`config.mk`:
```
export PLATFORM = sky130hd
export DESIGN_NAME = a133x_multi_reader_flat
export DESIGN_NICKNAME = d
export VERILOG_FILES = /design/src/rtl/a133x_multi_reader_if.sv /design/src/rtl/a133x_multi_reader.sv /design/src/flat_wrapper.sv
export SDC_FILE = /design/constraint.sdc
export NUM_CORES = 1
export LEC_CHECK = 0
export CORE_MARGIN = 5
export CORE_UTILIZATION = 50
export CTS_CLUSTER_SIZE = 14
export DETAILED_ROUTE_END_ITERATION = 7
export PLACE_DENSITY_LB_ADDON = 0.2
export SETUP_SLACK_MARGIN = 0.1
export SKIP_LAST_GASP = 1
export SYNTH_ARGS = -nofsm -noshare
export SYNTH_HDL_FRONTEND = slang
export SYNTH_SLANG_ARGS = --single-unit
```
`constraint.sdc`:
```
create_clock -name clock -period 7.7 [get_ports clock]
set_clock_uncertainty 0.2 [all_clocks]
set_input_delay 0.77 -clock clock [delete_from_list [all_inputs] [get_ports clock]]
set_output_delay 0.77 -clock clock [all_outputs]
set_load 0.05 [all_outputs]
```
`src/rtl/a133x_multi_reader_if.sv`:
```
// a133x_multi_reader_if: shared SPI bus pins between the reader and the A1339 sensors.
interface a133x_multi_reader_if #(parameter int NUMBER_OF_SENSORS = 4);
  logic sck_o;
  logic [NUMBER_OF_SENSORS-1:0] ss_n_o;
  logic mosi_o;
  logic miso_i;
  modport master(output sck_o, ss_n_o, mosi_o, input miso_i);
  modport slave(input sck_o, ss_n_o, mosi_o, output miso_i);
endinterface

```
`src/rtl/a133x_multi_reader.sv`:
```
// a133x_multi_reader: round-robin CRC-checked SPI poller for A1339 angle sensors.
module a133x_multi_reader #(
  parameter int NUMBER_OF_SENSORS = 4,
  parameter int CLK_DIV = 5,
  parameter int DELAY_CYCLES = 100,
  parameter logic [15:0] CMD = 16'h2000,
  parameter int ERR_CNT_WIDTH = 8
) (
  input  logic clock,
  input  logic reset_n,
  input  logic enable,
  input  logic [7:0] sensor,
  output logic [11:0] sensor_angle,
  output logic sensor_valid,
  output logic [ERR_CNT_WIDTH-1:0] sensor_crc_errors,
  output logic frame_done,
  output logic [5:0] frame_sensor,
  a133x_multi_reader_if.master spi
);
  function automatic logic [3:0] crc4(input logic [15:0] d);
    logic [3:0] c;
    logic inv;
    c = 4'hF;
    for (int i = 15; i >= 0; i--) begin
      inv = d[i] ^ c[3];
      c = {c[2], c[1], c[0] ^ inv, inv};
    end
    return c;
  endfunction

  localparam logic [19:0] TX = {CMD, crc4(CMD)};
  localparam int CMAX = CLK_DIV > DELAY_CYCLES ? CLK_DIV : DELAY_CYCLES;
  localparam int CW = $clog2(CMAX + 1);

  typedef enum logic [2:0] {IDLE, SETUP, SHIFT, HOLD, CHECK, GAP} state_t;
  state_t state, state_n;
  logic [CW-1:0] cnt, cnt_n;
  logic [4:0] bit_cnt, bit_n;
  logic ph, ph_n;
  logic [5:0] idx, idx_n;
  logic [19:0] rx;
  logic [11:0] angle [NUMBER_OF_SENSORS];
  logic [ERR_CNT_WIDTH-1:0] err [NUMBER_OF_SENSORS];
  logic [NUMBER_OF_SENSORS-1:0] valid;
  logic half_end, sample, capture, crc_ok, busy;

  assign half_end = cnt == CW'(CLK_DIV - 1);
  assign sample = state == SHIFT && ph && cnt == '0;
  assign capture = state == HOLD && half_end;
  assign crc_ok = crc4(rx[19:4]) == rx[3:0];
  assign busy = state == SETUP || state == SHIFT || state == HOLD;

  always_ff @(posedge clock or negedge reset_n)
    if (!reset_n) begin
      state <= IDLE;
      cnt <= '0;
      bit_cnt <= '0;
      ph <= 1'b0;
      idx <= '0;
    end else begin
      state <= state_n;
      cnt <= cnt_n;
      bit_cnt <= bit_n;
      ph <= ph_n;
      idx <= idx_n;
    end

  always_comb begin
    state_n = state;
    cnt_n = cnt + 1'b1;
    bit_n = bit_cnt;
    ph_n = ph;
    idx_n = idx;
    case (state)
      IDLE: begin
        cnt_n = '0;
        state_n = enable ? SETUP : IDLE;
      end
      SETUP: if (half_end) begin
        state_n = SHIFT;
        cnt_n = '0;
        ph_n = 1'b0;
        bit_n = '0;
      end
      SHIFT: if (half_end) begin
        cnt_n = '0;
        ph_n = ~ph;
        if (ph) begin
          state_n = bit_cnt == 5'd19 ? HOLD : SHIFT;
          bit_n = bit_cnt + 5'd1;
        end
      end
      HOLD: if (half_end) begin
        state_n = CHECK;
        cnt_n = '0;
      end
      CHECK: begin
        state_n = GAP;
        cnt_n = '0;
      end
      GAP: if (cnt == CW'(DELAY_CYCLES - 1)) begin
        cnt_n = '0;
        idx_n = idx == 6'(NUMBER_OF_SENSORS - 1) ? 6'd0 : idx + 6'd1;
        state_n = enable ? SETUP : IDLE;
      end
      default: state_n = IDLE;
    endcase
  end

  always_ff @(posedge clock or negedge reset_n)
    if (!reset_n) rx <= '0;
    else if (sample) rx <= {rx[18:0], spi.miso_i};

  // Results commit on the edge entering CHECK so they appear together with frame_done.
  always_ff @(posedge clock or negedge reset_n)
    if (!reset_n) begin
      valid <= '0;
      for (int i = 0; i < NUMBER_OF_SENSORS; i++) begin
        angle[i] <= '0;
        err[i] <= '0;
      end
    end else if (capture) begin
      for (int i = 0; i < NUMBER_OF_SENSORS; i++)
        if (idx == 6'(i)) begin
          valid[i] <= crc_ok;
          if (crc_ok) angle[i] <= rx[15:4];
          else if (~&err[i]) err[i] <= err[i] + 1'b1;
        end
    end

  always_comb begin
    sensor_angle = '0;
    sensor_valid = 1'b0;
    sensor_crc_errors = '0;
    for (int i = 0; i < NUMBER_OF_SENSORS; i++)
      if (sensor == 8'(i)) begin
        sensor_angle = angle[i];
        sensor_valid = valid[i];
        sensor_crc_errors = err[i];
      end
  end

  assign frame_done = state == CHECK;
  assign frame_sensor = idx;
  assign spi.sck_o = !(state == SHIFT && !ph);
  assign spi.ss_n_o = busy ? ~(NUMBER_OF_SENSORS'(1) << idx) : '1;
  assign spi.mosi_o = state == SETUP ? TX[19] :
                      state == SHIFT ? TX[5'd19 - bit_cnt] :
                      state == HOLD ? TX[0] : 1'b0;
endmodule

```
`src/flat_wrapper.sv`:
```
// flat-port wrapper written by rule: the top's interface ports become plain ports
module a133x_multi_reader_flat 
#(
  parameter int NUMBER_OF_SENSORS = 4,
  parameter int CLK_DIV = 5,
  parameter int DELAY_CYCLES = 100,
  parameter logic [15:0] CMD = 16'h2000,
  parameter int ERR_CNT_WIDTH = 8
)
  (clock, reset_n, enable, sensor, sensor_angle, sensor_valid, sensor_crc_errors, frame_done, frame_sensor, spi_sck_o, spi_ss_n_o, spi_mosi_o, spi_miso_i);
  a133x_multi_reader_if #(.NUMBER_OF_SENSORS(NUMBER_OF_SENSORS)) spi_i ();
  input  logic clock;
  input  logic reset_n;
  input  logic enable;
  input  logic [7:0] sensor;
  output logic [11:0] sensor_angle;
  output logic sensor_valid;
  output logic [ERR_CNT_WIDTH-1:0] sensor_crc_errors;
  output logic frame_done;
  output logic [5:0] frame_sensor;
  output wire logic [$bits(spi_i.sck_o)-1:0] spi_sck_o;
  output wire logic [$bits(spi_i.ss_n_o)-1:0] spi_ss_n_o;
  output wire logic [$bits(spi_i.mosi_o)-1:0] spi_mosi_o;
  input wire logic [$bits(spi_i.miso_i)-1:0] spi_miso_i;
  assign spi_sck_o = spi_i.sck_o;
  assign spi_ss_n_o = spi_i.ss_n_o;
  assign spi_mosi_o = spi_i.mosi_o;
  assign spi_i.miso_i = spi_miso_i;
  a133x_multi_reader #(.NUMBER_OF_SENSORS(NUMBER_OF_SENSORS), .CLK_DIV(CLK_DIV), .DELAY_CYCLES(DELAY_CYCLES), .CMD(CMD), .ERR_CNT_WIDTH(ERR_CNT_WIDTH)) u_core (.clock(clock), .reset_n(reset_n), .enable(enable), .sensor(sensor), .sensor_angle(sensor_angle), .sensor_valid(sensor_valid), .sensor_crc_errors(sensor_crc_errors), .frame_done(frame_done), .frame_sensor(frame_sensor), .spi(spi_i));
endmodule
```
==> summary.md, run 1 <==
| Metric | Value |
|---|---|
| Outcome | `finished clean` |
| Post-synth cell types | `41` |
| Drt total wl | `13.5 mm` |
| Worst slew margin | `31.8%` |
| DP HPWL | `9.02 mm` |
| GRT Total Usage | `19.3%` |
| Cell Pwr Density | `204 mW/mm^2` |
| Gate count of the mapped netlist | `520` |
| # diodes | `0` |
| TritonCTS clock tree | `yes` |
| PostCTS Resize Cnt | `0` |
| Area contributors post-synth | `dfrtp_1 49%, mux2_2 13%, mux4_2 7.3%` |
| Synth top area share | `about half` |
| Pre-CTS WS | `between 3 and 4 ns` |
| DR vias | `4238` |
| # IOs | `46` |
| Num Clock Sinks | `~130` |
| DRC | `0` |
| Number of global-route vias before repair | `between 4000 and 5000` |
| CP Capture Type | `flip-flop` |
| Full die area | `0.0153 sq mm` |
| Antenna violations before repair | `0` |
| Reg2Reg Depth | `6` |
| Setup TNS | `0 ns` |
| Core ar. | `about 0.013 sq mm` |
| Die height | `about 120 microns` |
| Worst EP required | `7.80 ns` |
| Setup Buffers After CTS | `0` |
| Largest net degree at the start of global routing | `69` |
| Initial Util | `51.1%` |
| Tcrit/Tclk final | `53.3%` |
| Port-buffer cells | `45` |
| Worst setup SP type | `flip-flop` |
| Yosys warning total | `0` |
| Post-synth top area cell | `dfrtp_1` |
| Hold Crit Class | `in2async` |
| Site Rows | `41` |
| Clock-pin slew on the worst setup and hold paths | `0.06 ns` |
| Static leakage power | `3.78 nW` |
| R2R Path End | `u_core.angle[29]$_DFFE_PN0P_` |
| Hold_ws | `0.213 ns` |
| Layout area overhead | `19.5%` |
| Worst-Skew Late Latency | `0.42 ns` |
| Critical Path Source | `u_core.rx[12]$_DFFE_PN0P_` |
| NumNets Final | `a little under 600` |
| # H-tree levels | `4` |
| Final min period | `4.11 ns` |
| Slew Limit Fails | `0` |
| Synth Register Bits | `about 130` |
| Syn avg cell area | `12.5 sq um` |
| Kind of critical path | `reg2reg` |
| FILL cells | `981` |
| RSZ-0062 raised after global routing | `false` |
| Initial DRC Count | `314` |
| Chip width | `124 microns` |
| RD Place Congestion | `around 0.80` |
| Wirelength per Cell | `about 18 microns` |
| Critical path destination | `u_core.angle[29]$_DFFE_PN0P_` |
| CTS Hold Buffers Added | `0` |
| GRT overflow | `0` |
| Syn nets | `546` |
| Final Hold Fails | `0` |
| Total CTS buffers | `17` |
| Max Cap Viol | `0` |
| Setup Viol. Count Final | `0` |
| Peak supply drop | `between 0.0001 and 0.00015 V` |
| WP data arrival | `between 4 and 5 ns` |
| Peak Freq | `0.244 GHz` |
| First-pass GRT wire length | `22.5 mm` |
| Share of layout cells above drive strength 1 | `24.9%` |
| Worst Tran Pin Value | `1.02 ns` |
| Reg2reg setup slack | `3.59 ns` |
| Post-route setup slack | `3.59 ns` |
| Router iterations before antenna repair | `4` |
| Clock Tree Buf Depth | `2` |
| Post-Syn Area | `0.00647 sq mm` |
| DRT antenna net count | `0` |
| Worst reg2reg path startpoint | `u_core.rx[12]$_DFFE_PN0P_` |
| Root Driver | `clkbuf_16` |
| Share of the yosys chip area belonging to registers | `about half` |
| DR vias/cell | `around 5.6` |
| CP max FO | `30` |
[stage by stage]
stage / utilization [%] / power (mW) / cell area (sq um) / cells
detailed placement: 55.9 / 0.720 / 7090 / 719
finish: 61.0 / 1.58 / 7730 / 751
global route: 61.0 / 1.63 / 7730 / 751
floorplan: - / 0.695 / 6470 / 520
global placement: 55.9 / 0.720 / 7090 / 719
CTS: 61.0 / 1.59 / 7730 / 751
[layout make-up]
class | count | area, sq um | share of cell area (%)
Multi-Input combinational cell | 355 | 3160 | 40.9
Timing Repair Buffer | 53 | 508 | 6.57
Sequential cell | 126 | 3150 | 40.8
Inverter | 13 | 48.8 | 0.631
Tap cell | 172 | 215 | 2.78
Clock buffer | 20 | 457 | 5.90
Clock inverter | 12 | 190 | 2.46
[cell usage in the layout (no fill, tap or decap), drive strengths merged, types with 3 or more instances in the layout]
| master | count |
|---|---|
| buf | 9 |
| xnor3 | 6 |
| xnor2 | 18 |
| nand4 | 6 |
| clkdlybuf4s50 | 44 |
| a21oi | 6 |
| bufinv | 5 |
| clkbuf | 20 |
| nor3b | 4 |
| or3 | 3 |
| o21ai | 7 |
| dfrtp | 126 |
| and3 | 28 |
| nand2 | 27 |
| nand3 | 25 |
| mux2 | 74 |
| xor2 | 34 |
| ha | 14 |
| nor2 | 19 |
| o211ai | 3 |
| mux4 | 21 |
| nor3 | 18 |
| inv | 13 |
| a21o | 4 |
| nand2b | 4 |
| nor4 | 16 |
| and2 | 3 |
| clkinv | 5 |
| nor4b | 3 |
[Yosys cell counts, drive strengths merged]
| master | instances |
|---|---|
| a21o | 4 |
| a21oi | 6 |
| a22o | 1 |
| and2 | 3 |
| and3 | 28 |
| and4 | 1 |
| buf | 11 |
| clkbuf | 15 |
| dfrtp | 126 |
| ha | 14 |
| inv | 13 |
| maj3 | 1 |
| mux2 | 74 |
| mux2i | 2 |
| mux4 | 21 |
| nand2 | 27 |
| nand2b | 4 |
| nand3 | 25 |
| nand4 | 6 |
| nor2 | 19 |
| nor3 | 18 |
| nor3b | 4 |
| nor4 | 16 |
| nor4b | 3 |
| o211a | 1 |
| o211ai | 3 |
| o21a | 1 |
| o21ai | 7 |
| o21bai | 1 |
| o22ai | 1 |
| or3 | 3 |
| or3b | 2 |
| xnor2 | 18 |
| xnor3 | 6 |
| xor2 | 34 |
| xor3 | 1 |
[layer usage]
metal / track usage [%] / part of all wire (%) / up-vias
met4: 6.09 / 1.0 / 0
met2: 29.9 / 48 / 103
met5: 0 / 0 / -
met3: 5.40 / 5.5 / 13
met1: 26.6 / 46 / 2156
li1: - / - / 1966
[how the worst min path moves through the flow]
| stage | from | endpoint | slack, ns | cells past startpoint |
|---|---|---|---|---|
| global route | reset_n | u_core.err[24]$_DFFE_PN0P_ | 0.27 | 1 |
| finish | reset_n | u_core.err[26]$_DFFE_PN0P_ | 0.21 | 1 |
| floorplan | u_core.valid[1]$_DFFE_PN0P_ | u_core.valid[1]$_DFFE_PN0P_ | 0.24 | 2 |
| detailed placement | u_core.valid[1]$_DFFE_PN0P_ | u_core.valid[1]$_DFFE_PN0P_ | 0.28 | 2 |
| CTS | reset_n | u_core.err[27]$_DFFE_PN0P_ | 0.24 | 1 |
| global placement | u_core.valid[1]$_DFFE_PN0P_ | u_core.valid[1]$_DFFE_PN0P_ | 0.26 | 2 |
[registers in the layout (all words and copies together) (netlist names)]
name,flops
u_core.rx,20
u_core.cnt,7
u_core.angle,48
u_core.frame_sensor,6
u_core.err,32
u_core.state,3
u_core.ph,1
u_core.valid,4
u_core.bit_cnt,5
[kinds of logic (layout without fill, tap and decap cells)]
| family | count (synthesis) | count (layout) | synth area share [%] |
|---|---|---|---|
| flops | 126 | 126 | 48.7 |
| buf+inv | 39 | 98 | 2.71 |
| compound gates | 25 | 25 | 2.43 |
| mux | 97 | 97 | 20.5 |
| xor+xnor | 59 | 59 | 9.51 |
| fa+ha+maj | 15 | 15 | 2.86 |
| simple gates | 159 | 159 | 13.3 |
[worst max-delay path, cell delays in order, from the launching register on]
cell	delay [ns]
dfrtp_1	0.46
xor3_2	0.50
xnor3_1	0.39
nor3_1	0.23
o211a_1	0.82
nand3_1	0.84
mux2_2	0.53
[report_power, final]
group / switching [mW] / total (mW) / internal (mW)
registers: 0.00180 / 0.666 / 0.664
clock network: 0.283 / 0.871 / 0.588
logic: 0.0270 / 0.0418 / 0.0148
total: 0.312 / 1.58 / 1.27
Power figures use the tool's default switching activity.
==> run 2: changes to the inputs <==
Clock period 7.7 ns to 3.55 ns, I/O delays scaled along.
==> run 2 against run 1 <==
Cell count up 1.2%. Maximum frequency up 26%. Critical path depth up 1. Total power up 110%. First-iteration DRC count down 16%. Via count down 0.59%. Register-to-register slack worse by 3.3 ns. Combinational power up 130%. Core utilization about the same. Sequential share of layout area about the same. Clock power up 100%. Largest cell class unchanged.
==> summary.md, run 2 (same netlist as run 1, synthesis figures left out) <==
| Metric | Value |
|---|---|
| Outcome | `finished clean` |
| Antenna violations before repair | `0` |
| Number of global-route vias before repair | `4390` |
| Clock-pin slew on the worst setup and hold paths | `roughly 0.06 ns` |
| Total CTS buffers | `17` |
| Pre-CTS WS | `0.271 ns` |
| Worst slew margin | `32.7%` |
| GR Util met1 | `25.9%` |
| Most common cell after layout, fill and taps aside | `dfrtp_1` |
| Met2 usage | `29.6%` |
| Die height | `124 microns` |
| GRT Total Usage | `19.1%` |
| Post-route setup slack | `0.293 ns` |
| Final min period | `around 3.3 ns` |
| Worst Tran Pin Value | `between 1 and 1.5 ns` |
| Setup TNS | `0 ns` |
| Kind of critical path | `reg2reg` |
| Chip width | `124 microns` |
| Buffers & Inverters on Critical Path | `1` |
| Layout area overhead | `19.4%` |
| Full die area | `0.0153 sq mm` |
| Worst EP required | `~3.7 ns` |
| GRT overflow | `0` |
| Router iterations before antenna repair | `4` |
| # IOs | `46` |
| RD Place Congestion | `0.879` |
| Register with the most flip-flops | `u_core.angle` |
| Most Crowded Layer GR | `met2` |
| Slew Limit Fails | `0` |
| Root Driver | `clkbuf_16` |
| Largest net degree at the start of global routing | `82` |
| Largest stage delay, worst path | `0.72 ns` |
| First-pass GRT wire length | `22.4 mm` |
| Grt met3 use | `4.72%` |
| Port-buffer cells | `45` |
| Initial Util | `51.1%` |
| Peak supply drop | `approximately 0.00034 V` |
| Core ar. | `around 0.013 sq mm` |
| Setup Viol. Count Final | `0` |
| # diodes | `0` |
| RSZ-0062 raised after global routing | `false` |
| Max Cap Viol | `0` |
| CP Capture Type | `flip-flop` |
| CP max stage cell | `o211a_1` |
| Worst Hold Depth | `2` |
| NumNets Final | `601` |
| Max reg flops | `48` |
| CP max FO | `24` |
| FILL cells | `around 1000` |
| Clock Tree Buf Depth | `2` |
| WP data arrival | `3.35 ns` |
| Initial DRC Count | `approximately 260` |
| Site Rows | `41` |
| Drt total wl | `between 10 and 15 mm` |
| Hold Crit Class | `reg2reg` |
| Worst-Skew Late Latency | `0.41 ns` |
| DP HPWL | `9.17 mm` |
| Cell Pwr Density | `427 mW/mm^2` |
| Worst setup SP type | `flip-flop` |
| Static leakage power | `3.85 nW` |
| Setup Buffers After CTS | `0` |
| Leading registers by flop count | `u_core.angle x48, u_core.err x32, u_core.rx x20` |
| Wirelength per Cell | `17.6 microns` |
| DRC | `0` |
| Num Clock Sinks | `126` |
| Peak Freq | `0.307 GHz` |
| Cell family with most CP delay | `XOR/XNOR gates` |
| TritonCTS clock tree | `yes` |
| DR vias | `4213` |
| Share of layout cells above drive strength 1 | `between 20 and 30%` |
| Critical path depth | `7` |
| DRT antenna net count | `0` |
| Reg2Reg Depth | `7` |
| DR vias/cell | `5.54` |
| Crit-path cells | `xor3_2 > xnor3_1 > nor3_1 > o211a_1 > nand3_1 > buf_4 > mux2_2` |
| Post-layout util | `about three fifths` |
| # H-tree levels | `4` |
| Hold_ws | `0.275 ns` |
| Final Hold Fails | `0` |
| Most frequent cells in the layout | `126 x dfrtp_1, 74 x mux2_2, 38 x buf_4, 34 x xor2_1, 28 x and3_1` |
| Tcrit/Tclk final | `91.7%` |
[run 2: stage by stage]
stage	power [mW]	std cells	area [sq um]
after detailed placement	1.57	727	7100
after global placement	1.56	727	7100
after global routing	3.42	760	7730
after floorplan	1.51	520	6470
final	3.30	760	7730
after CTS	3.34	760	7720
[run 2: cell type report]
| class | count | area [sq um] | share of cell area (%) |
|---|---|---|---|
| Clock inverter | 13 | 164 | 2.12 |
| Clock buffer | 19 | 453 | 5.86 |
| Tap cell | 172 | 215 | 2.78 |
| Sequential cell | 126 | 3150 | 40.8 |
| Multi-Input combinational cell | 355 | 3170 | 41.0 |
| Inverter | 13 | 48.8 | 0.631 |
| Timing Repair Buffer | 62 | 526 | 6.80 |
[run 2: path summary, 6_finish.rpt]
| check | from | end | slack (ns) |
|---|---|---|---|
| worst min register to register | u_core.valid[1]$_DFFE_PN0P_ | u_core.valid[1]$_DFFE_PN0P_ | 0.28 |
| min in group asynchronous | reset_n | u_core.err[13]$_DFFE_PN0P_ | 0.45 |
| max in group asynchronous | reset_n | u_core.angle[3]$_DFFE_PN0P_ | 1.75 |
| worst max register to register | u_core.rx[12]$_DFFE_PN0P_ | u_core.angle[32]$_DFFE_PN0P_ | 0.29 |
| worst max-delay path | u_core.rx[12]$_DFFE_PN0P_ | u_core.angle[32]$_DFFE_PN0P_ | 0.29 |
| worst min-delay path | u_core.valid[1]$_DFFE_PN0P_ | u_core.valid[1]$_DFFE_PN0P_ | 0.28 |
[run 2: where the power goes]
part	switching (mW)	internal (mW)	total [mW]	leakage [nW]
logic	0.0594	0.0355	0.0949	1.81
clock network	0.623	1.14	1.76	0.299
registers	0.00359	1.44	1.44	1.74
[run 2: worst reg2reg max path, delay by kind of cell (launching register included)]
family,cells,cell delay (ns)
XOR/XNOR,2,0.88
AND/OR/NAND/NOR,2,0.36
multiplexers,1,0.30
AO/OA/AOI/OAI,1,0.72
flip-flops,1,0.44
buffers and inverters,1,0.25
[run 2: timing repair]
item	4_1_cts	5_1_grt
hold buffers	1	0
endpoints found under the setup margin	0	13
gates resized for setup	0	2
endpoints found under the hold margin	78	0
[run 2: routing by layer]
metal  vias up  share of wire, %
met5         -                 0
met4         0               1.6
met3        17               3.7
met2        78                47
met1      2132                47
li1       1986                 -
==> run 3: changes to the inputs <==
--- a/config.mk
+++ b/config.mk
@@ -11,3 +11,3 @@
 export DETAILED_ROUTE_END_ITERATION = 7
-export PLACE_DENSITY_LB_ADDON = 0.2
+export PLACE_DENSITY = 0.79
 export SETUP_SLACK_MARGIN = 0.1
--- a/constraint.sdc
+++ b/constraint.sdc
@@ -4,2 +4,2 @@
 set_output_delay 0.355 -clock clock [all_outputs]
-set_load 0.05 [all_outputs]
+set_load 0.01 [all_outputs]
==> run 3 against run 2 <==
Die area stayed put. First-iteration DRC count up 9.1%. Combinational power is 1% lower. Worst hold slack improved by 0.00065 ns. Cell count down 0.26%. Sequential cell count unchanged. Total power rose by 3.9%.
==> summary.md, run 3 (same netlist as run 1, synthesis figures left out) <==
| Metric | Value |
|---|---|
| Critical path destination | `u_core.err[19]$_DFFE_PN0P_` |
| Most common cell after layout, fill and taps aside | `dfrtp_1` |
| Reg2Reg Depth | `7` |
| TritonCTS clock tree | `yes` |
| Drt total wl | `14.0 mm` |
| WP data arrival | `3.36 ns` |
| Num Clock Sinks | `126` |
| Critical Path Source | `u_core.rx[14]$_DFFE_PN0P_` |
| Final Hold Fails | `0` |
| Total CTS buffers | `17` |
| Max Cap Viol | `0` |
| FILL cells | `957` |
| Antenna violations before repair | `0` |
| Worst setup SP type | `flip-flop` |
| Setup TNS | `0 ns` |
| Kind of critical path | `reg2reg` |
| CP Capture Type | `flip-flop` |
| Site Rows | `slightly above 40` |
| Initial DRC Count | `between 200 and 300` |
| Combinational Power Share | `2.7%` |
| DR vias/cell | `around 5.7` |
| Clock-pin slew on the worst setup and hold paths | `approximately 0.050 ns` |
| DRT antenna net count | `0` |
| Worst Tran Pin Value | `roughly 0.78 ns` |
| Share of layout cells above drive strength 1 | `25.1%` |
| Most frequent cells in the layout | `126 x dfrtp_1, 74 x mux2_2, 44 x clkdlybuf4s50_1, 34 x xor2_1, 28 x and3_1` |
| Setup Viol. Count Final | `0` |
| GRT Total Usage | `roughly a fifth` |
| Router iterations before antenna repair | `5` |
| Full die area | `0.0153 sq mm` |
| Static leakage power | `3.81 nW` |
| Largest net degree at the start of global routing | `61` |
| RSZ-0062 raised after global routing | `false` |
| Reg2reg setup slack | `between 0.3 and 0.4 ns` |
| Hold Crit Class | `reg2reg` |
| Outcome | `finished clean` |
| DP HPWL | `9.37 mm` |
| Root Driver | `clkbuf_16` |
| Leading registers by flop count | `u_core.angle x48, u_core.err x32, u_core.rx x20` |
| Peak Freq | `~0.31 GHz` |
| First-pass GRT wire length | `23.6 mm` |
| Clock power share | `between 50 and 60%` |
| Sequential power share | `42.1%` |
| DR vias | `4328` |
| Multi-input gate area | `0.00317 sq mm` |
| Initial Util | `51.1%` |
| Tcrit/Tclk final | `90.9%` |
| Peak supply drop | `0.000282 V` |
| DRC | `0` |
| Layout area overhead | `20.5%` |
| R2R Path End | `u_core.err[19]$_DFFE_PN0P_` |
| Port-buffer cells | `45` |
| Worst-Skew Late Latency | `0.41 ns` |
| Storage cell area | `0.00315 sq mm` |
| RD Place Congestion | `0.851` |
| Switching Share | `19.2%` |
| # H-tree levels | `4` |
| Number of global-route vias before repair | `~4700` |
| # diodes | `0` |
| Internal power | `2.77 mW` |
| Cell Pwr Density | `440 mW/mm^2` |
| Worst reg2reg path startpoint | `u_core.rx[14]$_DFFE_PN0P_` |
| Die height | `between 100 and 150 microns` |
| Worst EP required | `3.68 ns` |
| Post-route setup slack | `about 0.32 ns` |
| Wirelength per Cell | `18.4 microns` |
| Switching power | `0.660 mW` |
| # IOs | `46` |
| Chip width | `124 microns` |
| Pre-CTS WS | `0.230 ns` |
| Register with the most flip-flops | `u_core.angle` |
| Final min period | `3.23 ns` |
| CP max FO | `20` |
| Worst slew margin | `a little under half` |
| GRT overflow | `0` |
| Core ar. | `roughly 0.013 sq mm` |
| Slew Limit Fails | `0` |
| NumNets Final | `600` |
| Max reg flops | `48` |
| Clock Tree Buf Depth | `2` |
run 3: cell types whose count changed in the layout (fill, tap and decap cells not counted), sizes merged:
cell           change
clkdlybuf4s50     +21
clkbuf             +6
clkinv             -6
inv                -1
buf               -22
clkinvlp           -2
bufinv             +2
run 3: power by group through the flow:
| stage | Sequential, mW | Combinational [mW] | Clock, mW |
|---|---|---|---|
| finish | 1.44 | 0.0938 | 1.89 |
| global placement | 1.47 | 0.0929 | 0 |
| detailed placement | 1.47 | 0.0959 | 0 |
| floorplan | 1.47 | 0.0399 | 0 |
| CTS | 1.44 | 0.0968 | 1.91 |
| global route | 1.44 | 0.105 | 1.98 |
run 3: timing repair:
| item | 4_1_cts | 5_1_grt |
|---|---|---|
| endpoints found under the hold margin | 57 | 0 |
| hold buffers | 1 | 0 |
| buffers inserted | 0 | 0 |
| setup endpoints to repair | 0 | 13 |
| resized for setup | 0 | 2 |
run 3: metrics by stage:
stage	area, sq um	total power [mW]	hold slack (ns)	utilization, %	instances
after detailed placement	7140	1.56	0.265	56.4	726
after global routing	7800	3.53	0.293	61.6	758
final	7800	3.43	0.276	61.6	758
after global placement	7140	1.56	0.256	56.4	726
after floorplan	6470	1.51	-0.141	-	520
after CTS	7790	3.45	0.277	61.5	758
run 3: cell type report:
type                            instances  area share (%)
Sequential cell                       126            40.4
Clock inverter                          6            1.99
Timing Repair Buffer                   61            7.31
Tap cell                              172            2.76
Multi-Input combinational cell        355            40.7
Clock buffer                           25            6.22
Inverter                               13           0.626
run 3: worst max-delay path, stage by stage (launching register included):
cell	delay, ns
dfrtp_1	0.52
xor3_2	0.42
xnor3_1	0.38
and3_1	0.20
o211a_1	0.45
buf_4	0.30
nor4_1	0.45
xor2_1	0.21
run 3: metal layers:
layer / vias to the layer above / share of wire, % / wire (microns) / GRT usage (%)
li1: 1990 / - / - / -
met4: 0 / 2.0 / 280 / 6.92
met1: 2212 / 45 / 6250 / 27.0
met2: 100 / 49 / 6810 / 31.8
met3: 26 / 4.4 / 612 / 5.31
met5: - / 0 / 0 / 0
run 3: worst min path at each step:
stage	endpoint	startpoint	slack, ns	cells after the start
floorplan	u_core.angle[0]$_DFFE_PN0P_	reset_n	-0.14	0
global placement	u_core.valid[3]$_DFFE_PN0P_	u_core.valid[3]$_DFFE_PN0P_	0.26	1
detailed placement	u_core.valid[2]$_DFFE_PN0P_	u_core.valid[2]$_DFFE_PN0P_	0.27	1
CTS	u_core.valid[2]$_DFFE_PN0P_	u_core.valid[2]$_DFFE_PN0P_	0.28	1
global route	u_core.valid[0]$_DFFE_PN0P_	u_core.valid[0]$_DFFE_PN0P_	0.29	1
finish	u_core.valid[0]$_DFFE_PN0P_	u_core.valid[0]$_DFFE_PN0P_	0.28	1
